[config.mk]
export PLATFORM = sky130hd
export DESIGN_NAME = decode_rat_checkpoint_ctrl
export DESIGN_NICKNAME = d
export VERILOG_FILES = /design/src/rtl/decode_pkg.sv /design/src/rtl/decode_rat_cp_ring.sv /design/src/rtl/decode_rat_checkpoint_ctrl.sv
export SDC_FILE = /design/constraint.sdc
export NUM_CORES = 1
export LEC_CHECK = 0
export CAP_MARGIN = 10
export CELL_PAD_IN_SITES_DETAIL_PLACEMENT = 2
export CELL_PAD_IN_SITES_GLOBAL_PLACEMENT = 2
export CORE_MARGIN = 10
export CORE_UTILIZATION = 28
export CTS_CLUSTER_SIZE = 14
export DETAILED_ROUTE_END_ITERATION = 6
export GPL_TIMING_DRIVEN = 0
export PLACE_DENSITY = 0.8
export RECOVER_POWER = 100
export SLEW_MARGIN = 5
export SYNTH_ARGS = -nofsm -noshare
export SYNTH_HDL_FRONTEND = slang
export SYNTH_HIERARCHICAL = 1
export SYNTH_SLANG_ARGS = --single-unit
export TNS_END_PERCENT = 5
[constraint.sdc]
create_clock -name clk -period 3 [get_ports clk]
set_clock_uncertainty 0.1 [all_clocks]
set_input_delay 0.6 -clock clk [delete_from_list [all_inputs] [get_ports clk]]
set_output_delay 0.6 -clock clk [all_outputs]
set_load 0.005 [all_outputs]
[src/rtl/decode_pkg.sv]
// Shared decode-stage definitions: checkpoint geometry, branch-id layout and
// the checkpoint controller FSM encoding.
package decode_pkg;

  localparam int CP_NUM   = 4;
  localparam int CP_IDX_W = 2;
  localparam int BID_W    = 4;

  typedef logic [CP_IDX_W-1:0] cp_idx_t;

  // Branch id as handed to decode: upper bits count how many times the slot
  // has been reused, lower bits name the slot.
  typedef struct packed {
    logic [1:0] lap;
    cp_idx_t    slot;
  } bid_t;

  typedef enum logic [1:0] {
    ST_RUN     = 2'd0,
    ST_RECOVER = 2'd1,
    ST_SNOOP   = 2'd2
  } cp_state_e;

  // Build a branch id from a lap count and a slot index.
  function automatic bid_t make_bid(input logic [1:0] lap, input cp_idx_t slot);
    bid_t b;
    b.lap  = lap;
    b.slot = slot;
    return b;
  endfunction

endpackage

[src/rtl/decode_rat_cp_ring.sv]
// Ring bookkeeping for the checkpoint slots: head/tail pointers, occupancy
// count, per-slot lap counters and the busy vector. The caller guarantees the
// controls are legal (no alloc when full, no retire when empty).
module decode_rat_cp_ring
  import decode_pkg::*;
(
  input  logic              clk,
  input  logic              i_rst,
  input  logic              i_alloc,
  input  logic              i_retire,
  input  logic              i_recover,
  input  logic              i_flush,
  output cp_idx_t           o_head,
  output cp_idx_t           o_tail,
  output logic [2:0]        o_count,
  output logic [CP_NUM-1:0] o_busy,
  output bid_t              o_head_bid,
  output bid_t              o_tail_bid
);

  cp_idx_t           r_head;
  cp_idx_t           r_tail;
  logic [2:0]        r_count;
  logic [CP_NUM-1:0] r_busy;
  logic [1:0]        r_lap [CP_NUM];

  logic [CP_NUM-1:0] w_set_mask;
  logic [CP_NUM-1:0] w_clr_mask;

  // One-hot masks for the slot being allocated and the slot being retired.
  always_comb begin
    w_set_mask = '0;
    w_clr_mask = '0;
    if (i_alloc)  w_set_mask[r_tail] = 1'b1;
    if (i_retire) w_clr_mask[r_head] = 1'b1;
  end

  // Ring state update; flush beats recover beats the normal alloc/retire pair.
  always_ff @(posedge clk) begin
    if (i_rst) begin
      r_head  <= '0;
      r_tail  <= '0;
      r_count <= '0;
      r_busy  <= '0;
      r_lap   <= '{default: '0};
    end else if (i_flush) begin
      r_busy  <= '0;
      r_count <= '0;
      r_tail  <= r_head;
    end else if (i_recover) begin
      // The mispredicted branch's slot is consumed; everything younger is gone.
      r_lap[r_head] <= r_lap[r_head] + 2'd1;
      r_busy        <= '0;
      r_count       <= '0;
      r_head        <= r_head + 2'd1;
      r_tail        <= r_head + 2'd1;
    end else begin
      if (i_alloc) r_tail <= r_tail + 2'd1;
      if (i_retire) begin
        r_head        <= r_head + 2'd1;
        r_lap[r_head] <= r_lap[r_head] + 2'd1;
      end
      r_busy <= (r_busy | w_set_mask) & ~w_clr_mask;
      case ({i_alloc, i_retire})
        2'b10:   r_count <= r_count + 3'd1;
        2'b01:   r_count <= r_count - 3'd1;
        default: r_count <= r_count;
      endcase
    end
  end

  assign o_head     = r_head;
  assign o_tail     = r_tail;
  assign o_count    = r_count;
  assign o_busy     = r_busy;
  assign o_head_bid = make_bid(r_lap[r_head], r_head);
  assign o_tail_bid = make_bid(r_lap[r_tail], r_tail);

endmodule

[src/rtl/decode_rat_checkpoint_ctrl.sv]
// Allocation / retirement / recovery controller for the RAT checkpoint array.
// Drives every write and invalidate strobe into the array combinationally and
// keeps a shadow occupancy vector that is cross-checked against the array.
module decode_rat_checkpoint_ctrl
  import decode_pkg::*;
#(
  parameter int RECOVER_CYCLES = 2
) (
  input  logic             clk,
  input  logic             reset,
  input  logic             snoop_hit,
  input  logic             alloc_req,
  output logic             alloc_ready,
  output logic [BID_W-1:0] alloc_bid,
  input  logic             commit_valid,
  input  logic [BID_W-1:0] commit_bid,
  input  logic             commit_mispredict,
  output logic             rat_restore,
  output logic             cp_wea,
  output logic [1:0]       cp_addra,
  output logic             cp_web,
  output logic [1:0]       cp_addrb,
  output logic             cp_wef,
  output logic [BID_W-1:0] cp_dinf_bid,
  input  logic [CP_NUM-1:0] cp_valid,
  output logic [CP_NUM-1:0] busy,
  output logic             err
);

  localparam logic [3:0] RC_LOAD = 4'(RECOVER_CYCLES - 1);

  cp_state_e r_state;
  cp_state_e w_state_nxt;
  logic [3:0] r_rcnt;
  logic       r_first;
  logic       r_err;

  cp_idx_t           w_head;
  cp_idx_t           w_tail;
  logic [2:0]        w_count;
  logic [CP_NUM-1:0] w_busy;
  bid_t              w_head_bid;
  bid_t              w_tail_bid;

  logic w_ok;
  logic w_run;
  logic w_nonempty;
  logic w_head_match;
  logic w_mis;
  logic w_mis_do;
  logic w_ret_do;
  logic w_grant;
  logic w_err_set;

  decode_rat_cp_ring u_ring (
    .clk        (clk),
    .i_rst      (reset),
    .i_alloc    (w_grant),
    .i_retire   (w_ret_do),
    .i_recover  (w_mis_do),
    .i_flush    (snoop_hit),
    .o_head     (w_head),
    .o_tail     (w_tail),
    .o_count    (w_count),
    .o_busy     (w_busy),
    .o_head_bid (w_head_bid),
    .o_tail_bid (w_tail_bid)
  );

  // FSM state register.
  always_ff @(posedge clk) begin
    if (reset) r_state <= ST_RUN;
    else       r_state <= w_state_nxt;
  end

  // Next-state: a snoop hit overrides everything, recovery only starts from RUN.
  always_comb begin
    w_state_nxt = r_state;
    if (snoop_hit) begin
      w_state_nxt = ST_SNOOP;
    end else begin
      case (r_state)
        ST_RUN:     if (w_mis_do) w_state_nxt = ST_RECOVER;
        ST_RECOVER: if (r_rcnt == 4'd0) w_state_nxt = ST_RUN;
        ST_SNOOP:   w_state_nxt = ST_RUN;
        default:    w_state_nxt = ST_RUN;
      endcase
    end
  end

  // Outputs and event decode; reset and snoop suppress every array strobe.
  always_comb begin
    w_ok         = ~reset & ~snoop_hit;
    w_run        = (r_state == ST_RUN);
    w_nonempty   = (w_count != 3'd0);
    w_head_match = (commit_bid == w_head_bid);
    w_mis        = commit_valid & commit_mispredict;
    w_mis_do     = w_ok & w_run & w_mis & w_nonempty;
    w_ret_do     = w_ok & w_run & commit_valid & ~commit_mispredict
                 & w_nonempty & w_head_match;
    // A slot freed this cycle is not offered again until the next one, since
    // the array resolves a same-line wef/wea collision in favour of wef.
    alloc_ready  = w_ok & w_run & (w_count < 3'd4) & ~w_mis;
    w_grant      = alloc_req & alloc_ready;

    cp_wea       = w_grant;
    cp_addra     = w_tail;
    alloc_bid    = w_tail_bid;
    cp_web       = w_mis_do;
    cp_addrb     = w_head;
    rat_restore  = w_mis_do;
    cp_wef       = w_mis_do | w_ret_do;
    cp_dinf_bid  = commit_bid;

    w_err_set = 1'b0;
    if (w_ok & commit_valid) begin
      if (!w_run)             w_err_set = 1'b1;
      else if (!w_nonempty)   w_err_set = 1'b1;
      else if (!w_head_match) w_err_set = 1'b1;
    end
    // The array lags a state change by a cycle, so skip the compare right
    // after any transition.
    if (~reset & w_run & ~r_first & (cp_valid != w_busy)) w_err_set = 1'b1;
  end

  // Recovery hold-off counter, loaded on entry to RECOVER.
  always_ff @(posedge clk) begin
    if (reset)
      r_rcnt <= '0;
    else if (w_run && w_state_nxt == ST_RECOVER)
      r_rcnt <= RC_LOAD;
    else if (r_state == ST_RECOVER && r_rcnt != 4'd0)
      r_rcnt <= r_rcnt - 4'd1;
  end

  // Marks the first cycle after reset or any state transition.
  always_ff @(posedge clk) begin
    if (reset) r_first <= 1'b1;
    else       r_first <= (w_state_nxt != r_state);
  end

  // Sticky protocol/consistency error.
  always_ff @(posedge clk) begin
    if (reset) r_err <= 1'b0;
    else       r_err <= r_err | w_err_set;
  end

  assign busy = w_busy;
  assign err  = r_err;

endmodule

Yosys cells after proc, flatten, opt, wreduce, memory -nomap -nowiden. Index checks and enable logic that the tools add are counted.

Register bits after elaboration: 27. Bits of input ports: 14. Output and inout bits: 22. Logic and storage cells: 112.

$add $sub $neg: 6. Order comparisons: 8. Equal/unequal tests: 7. Multiplexer cells: 34. Bitwise operators: 28. Reduce and logical (&&, ||, !) cells: 16.

Operators with widths (number): 2-bit 2-to-1 mux (13); 1-bit AND (16); 8-bit 2-to-1 mux (2); 1-bit 2-to-1 mux (9); 2-bit binary-select mux with 2-bit select (2); 8-bit bitwise mux (1); 4-bit 2-to-1 mux (2); 2-bit by 1-bit adder with 2-bit output (second input constant) (3); 2-bit by 1-bit == test with 1-bit output (second input constant) (3); 3-bit >= comparator (second input constant) (2); 2-bit by 3-bit less-than comparator with 1-bit output (second input constant) (2); 2-bit NOT with 3-bit output (2); 3-bit case mux with 2 select lines (1); 2-bit nonzero test (3); 3-bit nonzero test (2); 1-bit logical AND (5); 1-bit NOT (5); 4-bit AND (1); 1-bit demux with 2-bit select (2); 2-bit demux with 2-bit select (1); 4-bit == test (1); 2-bit by 1-bit >= comparator with 1-bit output (second input constant) (2); 4-bit zero test (1); 4-bit != test (1); 16 further kinds (17).

Logic depth before layout (Yosys ltp). Gate-level depths: netlist (run 1).

Word-level depth: 11. Depth in mapped cells: 11. Depth with buffers taken out: 10.

Modules after synthesis. The synthesis (run 1) kept the hierarchy.

Modules (own cells, without submodules): decode_rat_cp_ring (times used 1, cells each 103, area each 1071.0 um^2, seq. area each 380.4 um^2); decode_rat_checkpoint_ctrl (times used 1, cells each 64, area each 560.5 um^2, seq. area each 160.2 um^2).

Least setup slack after synthesis (run 1). OpenSTA, ideal clock, no wires.

Kind: flip-flop to flip-flop. Start: register u_ring.r_head[0] (netlist: u_ring/o_head[0]). End: register u_ring.r_count[2] (netlist: u_ring/o_count[2]). Library setup time: 0.070 ns. Arrival time: 2.951 ns. Required time: 2.830 ns. Slack: -0.121 ns. Cell stages (with the launch flop): 12. Buffers on the path: 1. Period minus slack after synthesis: 3.121 ns. Cell sequence: dfxtp_1 -> buf_2 -> mux4_1 -> xor2_1 -> nor4_1 -> nand2_1 -> nor3_1 -> ha_1 -> fa_1 -> xnor2_1 -> or3_1 -> a21oi_1.

RTL lines: start, declared (RTL line decode_rat_cp_ring.sv:21) `cp_idx_t r_head;`; start signal, assigned (RTL line decode_rat_cp_ring.sv:55) `r_head <= r_head + 2'd1;`; start signal, assigned (RTL line decode_rat_cp_ring.sv:60) `r_head <= r_head + 2'd1;`; end signal, assigned (RTL line decode_rat_cp_ring.sv:65) `2'b10: r_count <= r_count + 3'd1;`; end signal, assigned (RTL line decode_rat_cp_ring.sv:66) `2'b01: r_count <= r_count - 3'd1;`; end signal, assigned (RTL line decode_rat_cp_ring.sv:67) `default: r_count <= r_count;`; end, declared (RTL line decode_rat_cp_ring.sv:23) `logic [2:0] r_count;`.

==> results.ini, run 1 <==
[outcome]
run_status = completed

[detailed_routing]
remaining_drc_errors = 0
post_route_ant_nets = 0
dr_total_vias = 1489
detail_route.vias_per_cell = 5.12
drt_first_pass_iters = 4
routed_wirelength_um = 5620
drt_iter0_markers = 29
drt-wirelength-per-cell_um = 19.3

[grt]
grt-busiest-layer = met2
grt_util_met3 = 0.0202
gr-usage-met2 = 0.234
grt_max_degree = 15
combined_global_route_utilization_of_all_metal_layers = 0.123
global_route_wire_length_before_repair_um = 8850
via_count_of_the_first_global_routing_pass = 1635
groute.layer.met1.usage = 0.135
grt_antenna_before_repair = 0
grt_overflow_total = 0

[logic_synthesis]
synth_enable_flop_cells = 0
synth.mux.area_fraction = 0.0951
synth_top_family_by_area = compound AO/OA/AOI/OAI gates
yosysSeqAreaShare = 0.331
synth_simple_gate_area_share = 0.120
ffs_w_async_s_r_synth = 0
ys_ff_latch = 27
synth.avg_cell_area_sq_um = 9.77
postSynth.topFlopCell = dfxtp_1
post_syn_instances = 167
synthAdderAreaFrac = 0.0890
post_synthesis_net_count = 192
yosysUniqueCellTypes = 44
post_synthesis_compound_gate_area_fraction = 0.176
synthXorXnorAreaFrac = 0.107
yosys_warnings = 6
syn_area_sq_mm = 0.00163

[critical_path]
cp-start-kind = register
path_cells = mux4_2, xor2_1, nor4_2, nand2_1, buf_6, nor3_4, buf_4, o21ba_2, buf_6, buf_8, mux2i_1, nor2_1
slowest_stage = mux4_2
critical_path.max_stage_delay_ns = 0.56
required_time_of_the_worst_setup_path_ns = 3.06
critical_path.top_delay_family = multiplexers
crit_path_dat_ns = 2.98
critical_path.max_fanout = 10
cp_num_buf_inv = 4
cpMostUsedCell = buf_6
crit_type = register to register
end_kind = register

[clock_network]
deepest_clock_path_buffer_count = 2
htree_levels = 1
cts-root-buf = clkbuf_8
cts_num_sinks = 27
cts_buffers = 3
worstSkewPairLatency_ns = 0.28
holdBufCountCts = 0
cts_tree = built
path_clk_slew_ns = 0.10

[floorplanning]
die-height_um = 96.3
core_footprint_sq_mm = 0.00557
design.die.area_sq_mm = 0.00928
floorplan.io_pins = 36
row_count = 27
fp.dieW_um = 96.3
initial_core_util = 0.293

[placed_design]
detailedPlacementHpwl_um = 3910
buffer_ports.inserted = 35
placed_cells_incl_taps = 274
place.gp.congestion = 0.837

[timing]
finalHoldViolations = 0
fin_crit_sh = 0.973
fin_worst_hold_slack_ns = 0.427
layout_min_cycle_time_ns = 2.92
setup_viol = 0
relSlewSlack = 0.652
maximum_frequency_from_static_timing_analysis_mhz = 343
transition_time_of_the_tightest_slew_check_pin_ns = 0.522
max_slew_violations = 0

[power_and_ir_drop]
power_uw = 665
cellPowerDensity_mw_per_mm2 = 290
power.static_leakage_nw = 0.867
ir_worst_vdd_mv = 0.167

[cells_and_area]
layout_common_cells = clkdlybuf4s50_1 (31), dfxtp_1 (25), buf_4 (21), a21oi_1 (17), xor2_1 (12)
layout_commonest_cell = clkdlybuf4s50_1
antenna-diode-count = 0
instances_no_fill = 291
fin_nets = 245
fillers = 600
syn2layout_area_growth_pct = 40.3
finalCoreUtilization = 0.411
drive_above_1_share = 0.242

[min_path]
hp_class = register to register

[run]
max_cap_viol_count = 0

==> logic make-up after synthesis <==
kind of cell	count (synthesis)
AND/OR/NAND/NOR	35
adder cells (fa/ha/maj)	11
flip-flops	27
buffers and inverters	25
AO/OA/AOI/OAI	41
multiplexers	8
XOR/XNOR	20
==> timing repair <==
action | CTS | global route
endpoints found under the setup margin | 18 | 13
endpoints found under the hold margin | 0 | 0
resized for setup | 24 | 9
pin swaps | 6 | 8
buffers inserted | 7 | 7
==> report_power, final <==
part | total, mW | internal, mW | switching [mW]
Sequential | 0.365 | 0.362 | 0.00331
Clock | 0.220 | 0.0956 | 0.125
Combinational | 0.0795 | 0.0443 | 0.0352
==> routing by layer <==
layer / share of wire / vias to the layer above
met4: 0.019 / 0
met1: 0.39 / 755
li1: - / 695
met5: 0 / -
met2: 0.55 / 31
met3: 0.043 / 8
==> sequential cells by signal, indices dropped and copies added, names as in the netlist <==
register        count
r_first             1
u_ring/r_lap        8
u_ring/o_tail       2
u_ring/o_head       2
r_rcnt              4
u_ring/o_count      3
u_ring/o_busy       4
r_state             2
err                 1
==> worst reg2reg max path, stage by stage (launching register included) <==
cell and delay [ns]:
dfxtp_4 0.40, mux4_2 0.56, xor2_1 0.20, nor4_2 0.25, nand2_1 0.14, buf_6 0.15, nor3_4 0.17, buf_4 0.16
o21ba_2 0.13, buf_6 0.14, buf_8 0.15, mux2i_1 0.19, nor2_1 0.05
==> per-stage QoR <==
stage / TNS, ns / cell area, sq um / worst slack (ns)
floorplan: 0 / 1640 / 0.0333
global placement: -7.61 / 2080 / -0.706
detailed placement: -9.06 / 2080 / -0.775
CTS: -0.448 / 2230 / -0.174
global route: -0.0887 / 2290 / -0.0343
finish: 0 / 2290 / 0.0811
==> area by class of cell <==
| cell class | count | area (sq um) | area share |
|---|---|---|---|
| Tap cell | 72 | 90.1 | 0.0393 |
| Sequential cell | 27 | 546 | 0.238 |
| Timing Repair Buffer | 49 | 452 | 0.197 |
| Buffer | 15 | 120 | 0.0525 |
| Clock buffer | 4 | 45.0 | 0.0197 |
| Multi-Input combinational cell | 115 | 1000 | 0.437 |
| Inverter | 9 | 37.5 | 0.0164 |
==> cells in the mapped netlist (2+ instances only) <==
| cell type | number | share of area |
|---|---|---|
| nor3_1 | 3 | 0.0092 |
| mux4_1 | 3 | 0.048 |
| nand2_1 | 4 | 0.0092 |
| a211oi_1 | 4 | 0.018 |
| or3_1 | 3 | 0.012 |
| buf_2 | 4 | 0.012 |
| a21oi_1 | 17 | 0.052 |
| xor2_1 | 12 | 0.064 |
| nor2_1 | 12 | 0.028 |
| dfxtp_1 | 27 | 0.33 |
| xnor2_1 | 8 | 0.043 |
| nand2b_1 | 2 | 0.0077 |
| clkbuf_1 | 3 | 0.0069 |
| mux2i_1 | 2 | 0.012 |
| inv_1 | 8 | 0.018 |
| nor4_1 | 2 | 0.0077 |
| ha_1 | 10 | 0.077 |
| mux4_2 | 2 | 0.028 |
| a311oi_1 | 8 | 0.043 |
| buf_4 | 9 | 0.041 |
==> path summary, 6_finish.rpt <==
check | end | from | cells after the start | slack (ns)
hold reg to reg | u_ring/o_count[2] | u_ring/o_count[2] | 2 | 0.43
setup / recovery | u_ring/o_head[1] | u_ring/o_head[0] | 12 | 0.08
hold / removal | u_ring/o_count[2] | u_ring/o_count[2] | 2 | 0.43
setup reg to reg | u_ring/o_head[1] | u_ring/o_head[0] | 12 | 0.08
Power figures use the tool's default switching activity.
==> run 2: changes to the inputs <==
Settings changed: ABC_AREA from default to 0.
==> results of run 2 <==
No change in the layout: final DEF, timing and power equal those of run 1.
==> run 3: changes to the inputs <==
Settings changed: CTS_CLUSTER_SIZE 14 to 40, SKIP_CTS_REPAIR_TIMING from default to 1.
==> run 3 against run 2 <==
Effect of this change:
- the run now ends with setup timing left
- global-route usage is 0.64 points lower
- core utilization is 0.61 points higher
- cell count increased by 0.69%
- setup slack worse by 0.22 ns
- critical path depth did not move
- maximum frequency decreased by 7.0%
- largest cell class unchanged
- non-clock buffer count rose by 2
- flip-flop and latch count stayed put
- power decreased by 0.47%
- critical endpoint is now u_ring/o_count[2]
==> results.ini, run 3 (synthesized netlist as in run 1, its figures left out) <==
[floorplanning]
row_count = 27  ; unchanged
initial_core_util = 0.293  ; unchanged
design.die.area_sq_mm = 0.00928  ; unchanged
core_footprint_sq_mm = 0.00557  ; unchanged
floorplan.io_pins = 36  ; unchanged
fp.dieW_um = 96.3  ; unchanged
die-height_um = 96.3  ; unchanged

[placed_design]
buffer_ports.inserted = 35  ; unchanged
detailedPlacementHpwl_um = 3910  ; unchanged
placed_cells_incl_taps = 274  ; unchanged
place.gp.congestion = 0.837  ; unchanged
placement.setup.worst_slack_ns = -0.775  ; unchanged
postPlaceCellArea_sq_mm = 0.00208  ; unchanged

[clock_network]
htree_levels = 1  ; unchanged
worstSkewPairLatency_ns = 0.28  ; about the same
cts_num_sinks = 27  ; unchanged
path_clk_slew_ns = 0.10  ; about the same
cts_tree = built
cts-root-buf = clkbuf_8
deepest_clock_path_buffer_count = 2  ; unchanged
cts_buffers = 3  ; unchanged

[cells_and_area]
largest_register_ffs = 8  ; unchanged
finalCoreUtilization = 0.417  ; +0.00606
postLayoutCellArea_sq_mm = 0.00232  ; +1.5%
top_register = u_ring/r_lap
layout_commonest_cell = clkdlybuf4s50_1
fin_nets = 247  ; +0.82%
fillers = 600  ; unchanged
layout_common_cells = clkdlybuf4s50_1 (32), dfxtp_1 (26), buf_4 (24), a21oi_1 (17)
syn2layout_area_growth_pct = 42.4
antenna-diode-count = 0  ; unchanged
drive_above_1_share = 0.249  ; +0.00686
instances_no_fill = 293  ; +0.69%

[outcome]
run_status = finished, violations left
violations = setup timing

[detailed_routing]
remaining_drc_errors = 0  ; unchanged
dr_total_vias = 1485  ; -0.27%
met2WireLength_um = 2970  ; -3.2%
post_route_ant_nets = 0  ; unchanged
detail_route.vias_per_cell = 5.07  ; -0.95%
highest-signal-layer = met4
detailroute.wirelength.met3_um = 251  ; +4.6%
drt-wirelength-per-cell_um = 18.4  ; -4.9%
drt_iter0_markers = 44  ; +52%
met1_length_um = 2110  ; -4.5%
routed_wirelength_um = 5380  ; -4.2%
drt_first_pass_iters = 4  ; unchanged

[critical_path]
critical_path.max_fanout = 5  ; -5
end_kind = register
crit_type = register to register
required_time_of_the_worst_setup_path_ns = 3.12  ; +0.06 ns
cp-start-kind = register
crit_path_dat_ns = 3.26  ; +0.28 ns

[grt]
grt_overflow_total = 0  ; unchanged
combined_global_route_utilization_of_all_metal_layers = 0.117  ; -0.00638
grt_antenna_before_repair = 0  ; unchanged
global_route_wire_length_before_repair_um = 8470  ; -4.2%
grt_max_degree = 15  ; unchanged
via_count_of_the_first_global_routing_pass = 1572  ; -3.9%

[timing]
setup_viol = 5  ; +5
fin_crit_sh = 1.05  ; +0.0731
maximum_frequency_from_static_timing_analysis_mhz = 319  ; -7.0%
transition_time_of_the_tightest_slew_check_pin_ns = 0.479  ; -0.0426 ns
timing.final.ws_setup_ns = -0.138  ; -0.219 ns
post_route_setup_tns_ns = -0.488  ; -0.488 ns
fin_worst_hold_slack_ns = 0.438  ; +0.0119 ns
layout_min_cycle_time_ns = 3.14  ; +0.219 ns
finalHoldViolations = 0  ; unchanged
relSlewSlack = 0.681  ; +0.0284
unrepaired_setup_endpoints_after_global_routing = yes
max_slew_violations = 0  ; unchanged

[power_and_ir_drop]
cellPowerDensity_mw_per_mm2 = 285  ; -1.9%
power.static_leakage_nw = 0.889  ; +2.5%
power_uw = 661  ; -0.47%
ir_worst_vdd_mv = 0.162  ; -3.0%

[run]
max_cap_viol_count = 0  ; unchanged

[min_path]
hp_class = register to register

==> run 3: worst paths after layout <==
path | startpoint | to | slack, ns | cells past startpoint
worst min register to register | u_ring/o_count[2] | u_ring/o_count[2] | 0.44 | 2
worst min-delay path | u_ring/o_count[2] | u_ring/o_count[2] | 0.44 | 2
worst max-delay path | u_ring/o_head[0] | u_ring/o_count[2] | -0.14 | 12
worst max register to register | u_ring/o_head[0] | u_ring/o_count[2] | -0.14 | 12
==> run 3: power by group <==
group | switching [mW] | total, mW | leakage [nW] | internal (mW)
Clock | 0.122 | 0.218 | 0.0228 | 0.0955
Sequential | 0.00319 | 0.365 | 0.219 | 0.362
Combinational | 0.0344 | 0.0789 | 0.647 | 0.0445
Total | 0.160 | 0.661 | 0.889 | 0.502
==> run 3: worst max-delay path: stages (launching register included) <==
cell	delay [ns]
dfxtp_4	0.38
buf_6	0.12
mux4_2	0.57
xor2_2	0.18
nor4_2	0.27
nand2_1	0.15
buf_6	0.15
nor3_4	0.26
ha_4	0.19
fa_2	0.21
xnor2_2	0.06
or3_1	0.31
a21oi_1	0.13
==> run 3: cell type report <==
class | instances | area, sq um | area share
Multi-Input combinational cell | 115 | 1020 | 0.440
Tap cell | 72 | 90.1 | 0.0388
Clock buffer | 4 | 45.0 | 0.0194
Sequential cell | 27 | 544 | 0.234
Inverter | 9 | 37.5 | 0.0162
Buffer | 15 | 110 | 0.0474
Timing Repair Buffer | 51 | 474 | 0.204
==> run 3: per-layer routing <==
metal  track usage  vias to the layer above
met3        0.0226                        4
met1         0.134                      749
met4        0.0387                        0
met2         0.212                       29
met5             0                        -
li1              -                      703
